<file path="src/rtl/cr_lsu_pkg.sv">
// Shared types and constants for the multi-outstanding LSU request controller.
// Exception vectors, occupancy state encodings and the per-entry tracking record.
package cr_lsu_pkg;

    typedef enum logic [1:0] {
        ST_IDLE   = 2'd0,
        ST_ACTIVE = 2'd1,
        ST_FULL   = 2'd2
    } lsu_state_e;

    typedef struct packed {
        logic vld;
        logic store;
        logic fast;
        logic kill;
    } lsu_entry_t;

    localparam logic [4:0] EXPT_MISL = 5'b00100;
    localparam logic [4:0] EXPT_MISS = 5'b00110;
    localparam logic [4:0] EXPT_ACCL = 5'b00101;
    localparam logic [4:0] EXPT_ACCS = 5'b00111;

endpackage

</file>
<file path="src/rtl/cr_lsu_ctrl_mo_if.sv">
// LSU <-> BMU data-bus handshake; master is the LSU side, slave the bus side.
interface cr_lsu_ctrl_mo_if;
    logic lsu_bmu_req;
    logic bmu_lsu_grnt;
    logic bmu_lsu_trans_cmplt;
    logic bmu_lsu_data_vld;
    logic bmu_lsu_acc_err;

    modport master (
        output lsu_bmu_req,
        input  bmu_lsu_grnt,
        input  bmu_lsu_trans_cmplt,
        input  bmu_lsu_data_vld,
        input  bmu_lsu_acc_err
    );

    modport slave (
        input  lsu_bmu_req,
        output bmu_lsu_grnt,
        output bmu_lsu_trans_cmplt,
        output bmu_lsu_data_vld,
        output bmu_lsu_acc_err
    );
endinterface

</file>
<file path="src/rtl/cr_lsu_outstd_queue.sv">
// In-order tracking queue for outstanding bus transactions: entries, head/tail
// pointers, occupancy counter and flush kill marking.
module cr_lsu_outstd_queue
    import cr_lsu_pkg::*;
#(
    parameter int DEPTH = 2,
    parameter int CNT_W = $clog2(DEPTH + 1)
) (
    input  logic             sm_clk,
    input  logic             cpurst_b,
    input  logic             push,
    input  logic             push_store,
    input  logic             push_fast,
    input  logic             pop,
    input  logic             flush,
    output lsu_entry_t       head_entry,
    output logic [CNT_W-1:0] cnt
);

    localparam int PTR_W = (DEPTH > 1) ? $clog2(DEPTH) : 1;
    localparam logic [PTR_W-1:0] PTR_LAST = PTR_W'(DEPTH - 1);

    lsu_entry_t       ent_q [DEPTH];
    lsu_entry_t       ent_d [DEPTH];
    logic [PTR_W-1:0] head_q, head_d;
    logic [PTR_W-1:0] tail_q, tail_d;
    logic [CNT_W-1:0] cnt_q, cnt_d;

    function automatic logic [PTR_W-1:0] ptr_inc(input logic [PTR_W-1:0] p);
        return (p == PTR_LAST) ? '0 : p + 1'b1;
    endfunction

    always_comb begin
        ent_d  = ent_q;
        head_d = head_q;
        tail_d = tail_q;
        cnt_d  = cnt_q;
        if (flush) begin
            for (int i = 0; i < DEPTH; i++) begin
                if (ent_q[i].vld) ent_d[i].kill = 1'b1;
            end
        end
        if (pop) begin
            ent_d[head_q].vld = 1'b0;
            head_d            = ptr_inc(head_q);
        end
        // A grant in the flush cycle belongs to a flushed instruction, so it enters pre-killed.
        if (push) begin
            ent_d[tail_q] = '{vld: 1'b1, store: push_store, fast: push_fast, kill: flush};
            tail_d        = ptr_inc(tail_q);
        end
        case ({push, pop})
            2'b10:   cnt_d = cnt_q + 1'b1;
            2'b01:   cnt_d = cnt_q - 1'b1;
            default: cnt_d = cnt_q;
        endcase
    end

    // NOTE: the entry array is reset too: it is tiny, and a stale vld/kill bit
    // after reset would leak into the first completion.
    always_ff @(posedge sm_clk or negedge cpurst_b) begin
        if (!cpurst_b) begin
            for (int i = 0; i < DEPTH; i++) ent_q[i] <= '0;
            head_q <= '0;
            tail_q <= '0;
            cnt_q  <= '0;
        end else begin
            ent_q  <= ent_d;
            head_q <= head_d;
            tail_q <= tail_d;
            cnt_q  <= cnt_d;
        end
    end

    assign head_entry = ent_q[head_q];
    assign cnt        = cnt_q;

endmodule

</file>
<file path="src/rtl/cr_lsu_ctrl_mo.sv">
// LSU request controller with up to OUTSTD_DEPTH in-order outstanding bus
// transactions; stores may retire at grant, loads stall EX until completion.
module cr_lsu_ctrl_mo
    import cr_lsu_pkg::*;
#(
    parameter int OUTSTD_DEPTH = 2,
    parameter int CNT_W        = $clog2(OUTSTD_DEPTH + 1),
    parameter bit FAST_ST_EN   = 1'b1
) (
    input  logic             sm_clk,
    input  logic             cpurst_b,
    input  logic             iu_yy_xx_flush,
    input  logic             iu_lsu_ex_sel,
    input  logic             iu_lsu_ex_data_sel,
    input  logic             iu_lsu_ex_store,
    input  logic             iu_lsu_stall_without_hready,
    input  logic             dp_ctrl_misalign,
    input  logic             unalign_xx_split_on,
    cr_lsu_ctrl_mo_if.master bmu,
    output logic             lsu_iu_req,
    output logic             lsu_iu_fast_retire,
    output logic             lsu_iu_stall,
    output logic             lsu_iu_data_vld,
    output logic             lsu_iu_expt_vld,
    output logic [4:0]       lsu_iu_expt_vec,
    output logic             lsu_iu_wb_acc_err,
    output logic             lsu_iu_wfd,
    output logic             lsu_bmu_idle,
    output logic             ctrl_top_req_en,
    output logic [CNT_W-1:0] ctrl_outstd_cnt
);

    localparam logic [CNT_W-1:0] CNT_ONE  = CNT_W'(1);
    localparam logic [CNT_W-1:0] CNT_LAST = CNT_W'(OUTSTD_DEPTH - 1);

    lsu_state_e       state_q, state_d;
    logic             load_pending_q, load_pending_d;
    lsu_entry_t       head;
    logic [CNT_W-1:0] cnt;
    logic             bus_req, push, pop, push_fast;
    logic             head_live, head_done, cmplt_retire, misalign_retire, fast_retire;

    // No full bypass: a completion in a FULL cycle only frees the slot next cycle.
    assign bus_req   = iu_lsu_ex_data_sel & ~dp_ctrl_misalign & ~iu_lsu_stall_without_hready
                     & (state_q != ST_FULL) & ~load_pending_q;
    assign push      = bus_req & bmu.bmu_lsu_grnt;
    assign pop       = bmu.bmu_lsu_trans_cmplt;
    assign push_fast = FAST_ST_EN & iu_lsu_ex_store & ~unalign_xx_split_on;

    // A pending non-fast op blocks further issue, so it is always the youngest entry.
    assign head_done = load_pending_q & pop & (cnt == CNT_ONE);

    cr_lsu_outstd_queue #(
        .DEPTH (OUTSTD_DEPTH),
        .CNT_W (CNT_W)
    ) u_queue (
        .sm_clk     (sm_clk),
        .cpurst_b   (cpurst_b),
        .push       (push),
        .push_store (iu_lsu_ex_store),
        .push_fast  (push_fast),
        .pop        (pop),
        .flush      (iu_yy_xx_flush),
        .head_entry (head),
        .cnt        (cnt)
    );

    always_ff @(posedge sm_clk or negedge cpurst_b) begin
        if (!cpurst_b) begin
            state_q        <= ST_IDLE;
            load_pending_q <= 1'b0;
        end else begin
            state_q        <= state_d;
            load_pending_q <= load_pending_d;
        end
    end

    always_comb begin
        state_d = state_q;
        if (push && !pop) begin
            state_d = (cnt == CNT_LAST) ? ST_FULL : ST_ACTIVE;
        end else if (pop && !push) begin
            state_d = (cnt == CNT_ONE) ? ST_IDLE : ST_ACTIVE;
        end

        load_pending_d = load_pending_q;
        if (push && !push_fast) load_pending_d = 1'b1;
        if (head_done || iu_yy_xx_flush) load_pending_d = 1'b0;
    end

    always_comb begin
        head_live       = pop & head.vld & ~head.kill;
        cmplt_retire    = head_live & ~head.fast;
        misalign_retire = iu_lsu_ex_sel & dp_ctrl_misalign & ~load_pending_q;
        fast_retire     = push & push_fast & ~iu_yy_xx_flush;

        bmu.lsu_bmu_req    = bus_req;
        lsu_iu_req         = fast_retire | misalign_retire | cmplt_retire;
        lsu_iu_fast_retire = fast_retire;
        lsu_iu_data_vld    = cmplt_retire & bmu.bmu_lsu_data_vld & ~bmu.bmu_lsu_acc_err;
        lsu_iu_expt_vld    = misalign_retire | (cmplt_retire & bmu.bmu_lsu_acc_err);
        lsu_iu_wb_acc_err  = head_live & head.fast & bmu.bmu_lsu_acc_err;

        lsu_iu_expt_vec = '0;
        if (misalign_retire) begin
            lsu_iu_expt_vec = iu_lsu_ex_store ? EXPT_MISS : EXPT_MISL;
        end else if (cmplt_retire && bmu.bmu_lsu_acc_err) begin
            lsu_iu_expt_vec = head.store ? EXPT_ACCS : EXPT_ACCL;
        end

        lsu_iu_stall    = (iu_lsu_ex_sel & ~lsu_iu_req) | (load_pending_q & ~head_done);
        lsu_iu_wfd      = (cnt != '0);
        lsu_bmu_idle    = (cnt == '0) | ((cnt == CNT_ONE) & pop);
        ctrl_top_req_en = bus_req | (cnt != '0);
        ctrl_outstd_cnt = cnt;
    end

endmodule

</file>
<file path="src/flat_wrapper.sv">
// flat-port wrapper written by rule: the top's interface ports become plain ports
module cr_lsu_ctrl_mo_flat import cr_lsu_pkg::*;
#(
    parameter int OUTSTD_DEPTH = 2,
    parameter int CNT_W        = $clog2(OUTSTD_DEPTH + 1),
    parameter bit FAST_ST_EN   = 1'b1
)
  (sm_clk, cpurst_b, iu_yy_xx_flush, iu_lsu_ex_sel, iu_lsu_ex_data_sel, iu_lsu_ex_store, iu_lsu_stall_without_hready, dp_ctrl_misalign, unalign_xx_split_on, lsu_iu_req, lsu_iu_fast_retire, lsu_iu_stall, lsu_iu_data_vld, lsu_iu_expt_vld, lsu_iu_expt_vec, lsu_iu_wb_acc_err, lsu_iu_wfd, lsu_bmu_idle, ctrl_top_req_en, ctrl_outstd_cnt, bmu_lsu_bmu_req, bmu_bmu_lsu_grnt, bmu_bmu_lsu_trans_cmplt, bmu_bmu_lsu_data_vld, bmu_bmu_lsu_acc_err);
  cr_lsu_ctrl_mo_if bmu_i ();
  input  logic sm_clk;
  input  logic cpurst_b;
  input  logic iu_yy_xx_flush;
  input  logic iu_lsu_ex_sel;
  input  logic iu_lsu_ex_data_sel;
  input  logic iu_lsu_ex_store;
  input  logic iu_lsu_stall_without_hready;
  input  logic dp_ctrl_misalign;
  input  logic unalign_xx_split_on;
  output logic lsu_iu_req;
  output logic lsu_iu_fast_retire;
  output logic lsu_iu_stall;
  output logic lsu_iu_data_vld;
  output logic lsu_iu_expt_vld;
  output logic [4:0] lsu_iu_expt_vec;
  output logic lsu_iu_wb_acc_err;
  output logic lsu_iu_wfd;
  output logic lsu_bmu_idle;
  output logic ctrl_top_req_en;
  output logic [CNT_W-1:0] ctrl_outstd_cnt;
  output wire logic [$bits(bmu_i.lsu_bmu_req)-1:0] bmu_lsu_bmu_req;
  input wire logic [$bits(bmu_i.bmu_lsu_grnt)-1:0] bmu_bmu_lsu_grnt;
  input wire logic [$bits(bmu_i.bmu_lsu_trans_cmplt)-1:0] bmu_bmu_lsu_trans_cmplt;
  input wire logic [$bits(bmu_i.bmu_lsu_data_vld)-1:0] bmu_bmu_lsu_data_vld;
  input wire logic [$bits(bmu_i.bmu_lsu_acc_err)-1:0] bmu_bmu_lsu_acc_err;
  assign bmu_lsu_bmu_req = bmu_i.lsu_bmu_req;
  assign bmu_i.bmu_lsu_grnt = bmu_bmu_lsu_grnt;
  assign bmu_i.bmu_lsu_trans_cmplt = bmu_bmu_lsu_trans_cmplt;
  assign bmu_i.bmu_lsu_data_vld = bmu_bmu_lsu_data_vld;
  assign bmu_i.bmu_lsu_acc_err = bmu_bmu_lsu_acc_err;
  cr_lsu_ctrl_mo #(.OUTSTD_DEPTH(OUTSTD_DEPTH), .CNT_W(CNT_W), .FAST_ST_EN(FAST_ST_EN)) u_core (.sm_clk(sm_clk), .cpurst_b(cpurst_b), .iu_yy_xx_flush(iu_yy_xx_flush), .iu_lsu_ex_sel(iu_lsu_ex_sel), .iu_lsu_ex_data_sel(iu_lsu_ex_data_sel), .iu_lsu_ex_store(iu_lsu_ex_store), .iu_lsu_stall_without_hready(iu_lsu_stall_without_hready), .dp_ctrl_misalign(dp_ctrl_misalign), .unalign_xx_split_on(unalign_xx_split_on), .bmu(bmu_i), .lsu_iu_req(lsu_iu_req), .lsu_iu_fast_retire(lsu_iu_fast_retire), .lsu_iu_stall(lsu_iu_stall), .lsu_iu_data_vld(lsu_iu_data_vld), .lsu_iu_expt_vld(lsu_iu_expt_vld), .lsu_iu_expt_vec(lsu_iu_expt_vec), .lsu_iu_wb_acc_err(lsu_iu_wb_acc_err), .lsu_iu_wfd(lsu_iu_wfd), .lsu_bmu_idle(lsu_bmu_idle), .ctrl_top_req_en(ctrl_top_req_en), .ctrl_outstd_cnt(ctrl_outstd_cnt));
endmodule
</file>
<file path="config.mk">
export PLATFORM = sky130hd
export DESIGN_NAME = cr_lsu_ctrl_mo_flat
export DESIGN_NICKNAME = d
export VERILOG_FILES = /design/src/rtl/cr_lsu_pkg.sv /design/src/rtl/cr_lsu_ctrl_mo_if.sv /design/src/rtl/cr_lsu_outstd_queue.sv /design/src/rtl/cr_lsu_ctrl_mo.sv /design/src/flat_wrapper.sv
export SDC_FILE = /design/constraint.sdc
export NUM_CORES = 1
export LEC_CHECK = 0
export ABC_AREA = 1
export CORE_UTILIZATION = 35
export DETAILED_ROUTE_END_ITERATION = 6
export GPL_ROUTABILITY_DRIVEN = 0
export PLACE_DENSITY = 0.67
export RECOVER_POWER = 25
export SETUP_SLACK_MARGIN = 0.05
export SLEW_MARGIN = 20
export SYNTH_ARGS = -nofsm -noshare
export SYNTH_HDL_FRONTEND = slang
export SYNTH_HIERARCHICAL = 1
export SYNTH_SLANG_ARGS = --single-unit
</file>
<file path="constraint.sdc">
create_clock -name sm_clk -period 4.8 [get_ports sm_clk]
set_input_delay 1.2 -clock sm_clk [delete_from_list [all_inputs] [get_ports sm_clk]]
set_output_delay 1.2 -clock sm_clk [all_outputs]
set_load 0.03 [all_outputs]
</file>
==> results of run 1 <==
==> path summary, 6_finish.rpt <==
kind                                                        start                                end  slack (ns)  cells past startpoint
worst min-delay path                u_core/state_q[1]$_DFFE_PN0P_      u_core/state_q[1]$_DFFE_PN0P_        0.50                      2
worst max register to register  u_core/load_pending_q$_DFFE_PN0P_  u_core/u_queue/cnt[1]$_DFFE_PN0P_        3.06                     11
max in group asynchronous                                cpurst_b  u_core/load_pending_q$_DFFE_PN0P_        2.99                      1
worst max-delay path                      bmu_bmu_lsu_trans_cmplt                 lsu_iu_expt_vec[1]        0.53                      8
worst min register to register      u_core/state_q[1]$_DFFE_PN0P_      u_core/state_q[1]$_DFFE_PN0P_        0.50                      2
min in group asynchronous                                cpurst_b  u_core/u_queue/ent_q[7]$_DFF_PN0_        1.38                      1
==> where the power goes <==
group / switching, µW / internal (µW) / total, µW
clock network: 40.2 / 31.0 / 71.1
logic: 144 / 103 / 247
registers: 38.4 / 164 / 202
total: 223 / 298 / 520
==> tightest hold or removal path, stage by stage (launching register included) <==
cell	delay (ns)
sky130_fd_sc_hd__dfrtp_1	0.36
sky130_fd_sc_hd__nand2_1	0.05
sky130_fd_sc_hd__o21ai_0	0.06
==> metrics by stage <==
step	hold WS (ns)	instance area, µm²
after floorplan	0.449	927
after global placement	0.466	1200
after detailed placement	0.481	1200
after CTS	0.502	1230
after global routing	0.537	1230
final	0.502	1230
==> state kept, by name, summed over array words and instances, names as in the netlist <==
name                   flops
u_core/u_queue/ent_q       8
u_core/u_queue/tail_q      1
u_core/u_queue/cnt         2
u_core/state_q             2
u_core/load_pending_q      1
u_core/u_queue/head_q      1
==> placed cells by master, fill, tap and decap left out <==
cell type	instances
sky130_fd_sc_hd__nand3_2	4
sky130_fd_sc_hd__ha_1	2
sky130_fd_sc_hd__inv_2	5
sky130_fd_sc_hd__o21ai_1	9
sky130_fd_sc_hd__nor2_4	2
sky130_fd_sc_hd__dlygate4sd3_1	2
sky130_fd_sc_hd__nand3_1	3
sky130_fd_sc_hd__dfrtp_1	15
sky130_fd_sc_hd__nor2_1	5
sky130_fd_sc_hd__xnor2_1	1
sky130_fd_sc_hd__xor2_1	1
sky130_fd_sc_hd__o21ai_0	1
sky130_fd_sc_hd__inv_1	19
sky130_fd_sc_hd__nand2_2	5
sky130_fd_sc_hd__nand2_1	41
sky130_fd_sc_hd__clkinv_2	1
sky130_fd_sc_hd__clkdlybuf4s50_1	25
sky130_fd_sc_hd__clkbuf_4	3
sky130_fd_sc_hd__nor2_2	3
sky130_fd_sc_hd__a21oi_1	1
sky130_fd_sc_hd__or2_1	2
sky130_fd_sc_hd__o21a_1	1
sky130_fd_sc_hd__nand4_1	1
sky130_fd_sc_hd__conb_1	2
==> kinds of logic after synthesis <==
| group | count (synthesis) | share of synthesized area, % |
|---|---|---|
| and+or+nand+nor | 66 | 34.6 |
| adders and majority gates | 2 | 2.71 |
| buffers and inverters | 28 | 13.0 |
| AOI/OAI and AO/OA | 12 | 6.77 |
| other | 1 | 0.406 |
| xor gates and xnor gates | 2 | 1.90 |
| DFF | 15 | 40.7 |
==> layout make-up <==
type                            instances  area [µm²]
Fill cell                             237        1240
Multi-Input combinational cell         84         432
Sequential cell                        15         375
Tap cell                               30        37.5
Clock buffer                            3        22.5
Inverter                               24        90.1
Clock inverter                          1        5.00
Timing Repair Buffer                   27         270
==> metal layers <==
metal / routed length [µm] / vias up
met3: 106 / 4
met2: 889 / 27
met4: 21 / 0
met5: 0 / -
li1: - / 437
met1: 898 / 367
==> impl_metrics.json, run 1 <==
{
  "status": "complete, no violations",
  "synth_seq_area_share_pct": 40.7,
  "cell_family_contributing_the_most_delay_on_the_critical_path": "buffers and inverters",
  "die_width_um": 53.4,
  "max-slew-margin-rel_pct": 55.0,
  "grtUsageMet1_pct": 19.4,
  "first_pass_grt_wire_length_mm": 3.28,
  "worst-setup-path-type": "in -> out",
  "areaGrowthSynthToFinish_pct": 33.5,
  "critical_path_peak_fanout": 6,
  "critical-path-slowest-cell": "sky130_fd_sc_hd__dlygate4sd3_1",
  "power.density_nw_per_um2": 422,
  "critical_path_required_ns": 3.60,
  "globalRoute.totalOverflow": 0,
  "fin_skew_ns": 0.00196,
  "post_cts_hold_buffer_count": 0,
  "antenna_cells_inserted": 0,
  "final_antenna_net_count": 0,
  "crit_path_start_kind": "input pin",
  "io_pins": 30,
  "cts_buffer_depth": 2,
  "insertion_delay_ns": 0.28,
  "clk_root_buffer_cell": "sky130_fd_sc_hd__clkbuf_4",
  "drt-wirelength-per-cell_um": 10.4,
  "report.final.setup_viol": 0,
  "yosys.area.top_type": "sky130_fd_sc_hd__dfrtp_1",
  "clock_sinks": 15,
  "critical_path.n_buffers_inverters": 2,
  "syn_warnings": 6,
  "timing.critical_path.slowest_cell_delay_ns": 0.66,
  "drv_slew": 0,
  "grt_usage_pct": 16.3,
  "site_row_count": 18,
  "layout.core_utilization_pct": 49.7,
  "clk_transition_reported_paths_ns": 0.08,
  "syn_inst": 126,
  "clock_tree_from_tritoncts": "built",
  "post_synth.cell_area_avg_um2": 7.33,
  "synth_top_area_share_pct": 40.7,
  "power.total_uw": 520,
  "drt_iter0_markers": 20,
  "cts.repair.resized": 0,
  "synthFlopType": "sky130_fd_sc_hd__dfrtp_1",
  "synthArstFlopShare_pct": 100,
  "port-buffer-count": 27,
  "grt_antenna_before_repair": 0,
  "synth.distinct_cells": 21,
  "met3_usage_pct": 2.30,
  "synth_enable_flop_cells": 0,
  "dp_hpwl_mm": 1.51,
  "die-height_um": 53.4,
  "cts_post_setup_buffers_inserted": 0,
  "timing.hold.worst.class": "reg -> reg",
  "placed_cells_incl_taps": 180,
  "crit_arrival_ns": 3.07,
  "power.leakage_uw": 0.000636,
  "finalNetCount": 170,
  "cts_made_buffers": 3,
  "finish.cell_count_without_fillers": 184,
  "via_count_of_the_first_global_routing_pass": 757,
  "timing_worst_slew_pin_value_ns": 0.673,
  "cts_max_level": 1,
  "ys_top_cells_by_count": "41 x sky130_fd_sc_hd__nand2_1, 19 x sky130_fd_sc_hd__inv_1, 15 x sky130_fd_sc_hd__dfrtp_1",
  "floorplan.initialDensity_pct": 37.3,
  "totalNegativeSetupSlack_ns": 0,
  "grt_setup_unrepaired": "no",
  "fmaxAchievable_ghz": 0.234,
  "top_usage_layer": "met2",
  "most_frequent_cell_on_the_critical_path": "sky130_fd_sc_hd__nand2_1",
  "largest_net_degree_at_the_start_of_global_routing": 16,
  "detail_route.first_pass.iterations": 4,
  "flop_and_latch_count_out_of_synthesis": 15,
  "setup_slack_ns": 0.535,
  "synth_area_leaders": "sky130_fd_sc_hd__dfrtp_1 41%, sky130_fd_sc_hd__nand2_1 17%, sky130_fd_sc_hd__inv_1 7.7%",
  "detail_route.vias_per_cell": 4.54,
  "route.detailed.drc": 0,
  "pre_cts_slack_ns": 0.599,
  "synthMostInstantiatedCell": "sky130_fd_sc_hd__nand2_1",
  "die_area_um2": 2850,
  "hold_violations": 0,
  "cp-end-kind": "output pin",
  "core_um2": 2480,
  "vias": 835,
  "fin_crit_sh_pct": 88.9,
  "globalRouteMet2Util_pct": 28.1,
  "final_period_minus_worst_setup_slack_ns": 4.27,
  "synth.cell_area_um2": 923,
  "max_vdd_drop_uv": 228,
  "drive_above_1_share_pct": 14.9,
  "max-cap-violations": 0,
  "route.final.wire_length_mm": 1.92,
  "cp_cell_sequence": "dlygate4sd3_1, nand3_2, nor2_4, nand2_2, nor2_2, nand2_1, nand2_1, clkdlybuf4s50_1"
}
Note: power is estimated with default switching activity, not from simulation.
==> run 2: changes to the inputs <==
- HOLD_SLACK_MARGIN: not set -> 0.05
==> results of run 2 <==
The final DEF is identical to that of run 1; final timing and power are the same.
==> run 3: changes to the inputs <==
- SKIP_LAST_GASP: not set -> 1
- SLEW_MARGIN: 20 -> 25
==> results of run 3 <==
The final DEF is identical to that of run 1; final timing and power are the same.
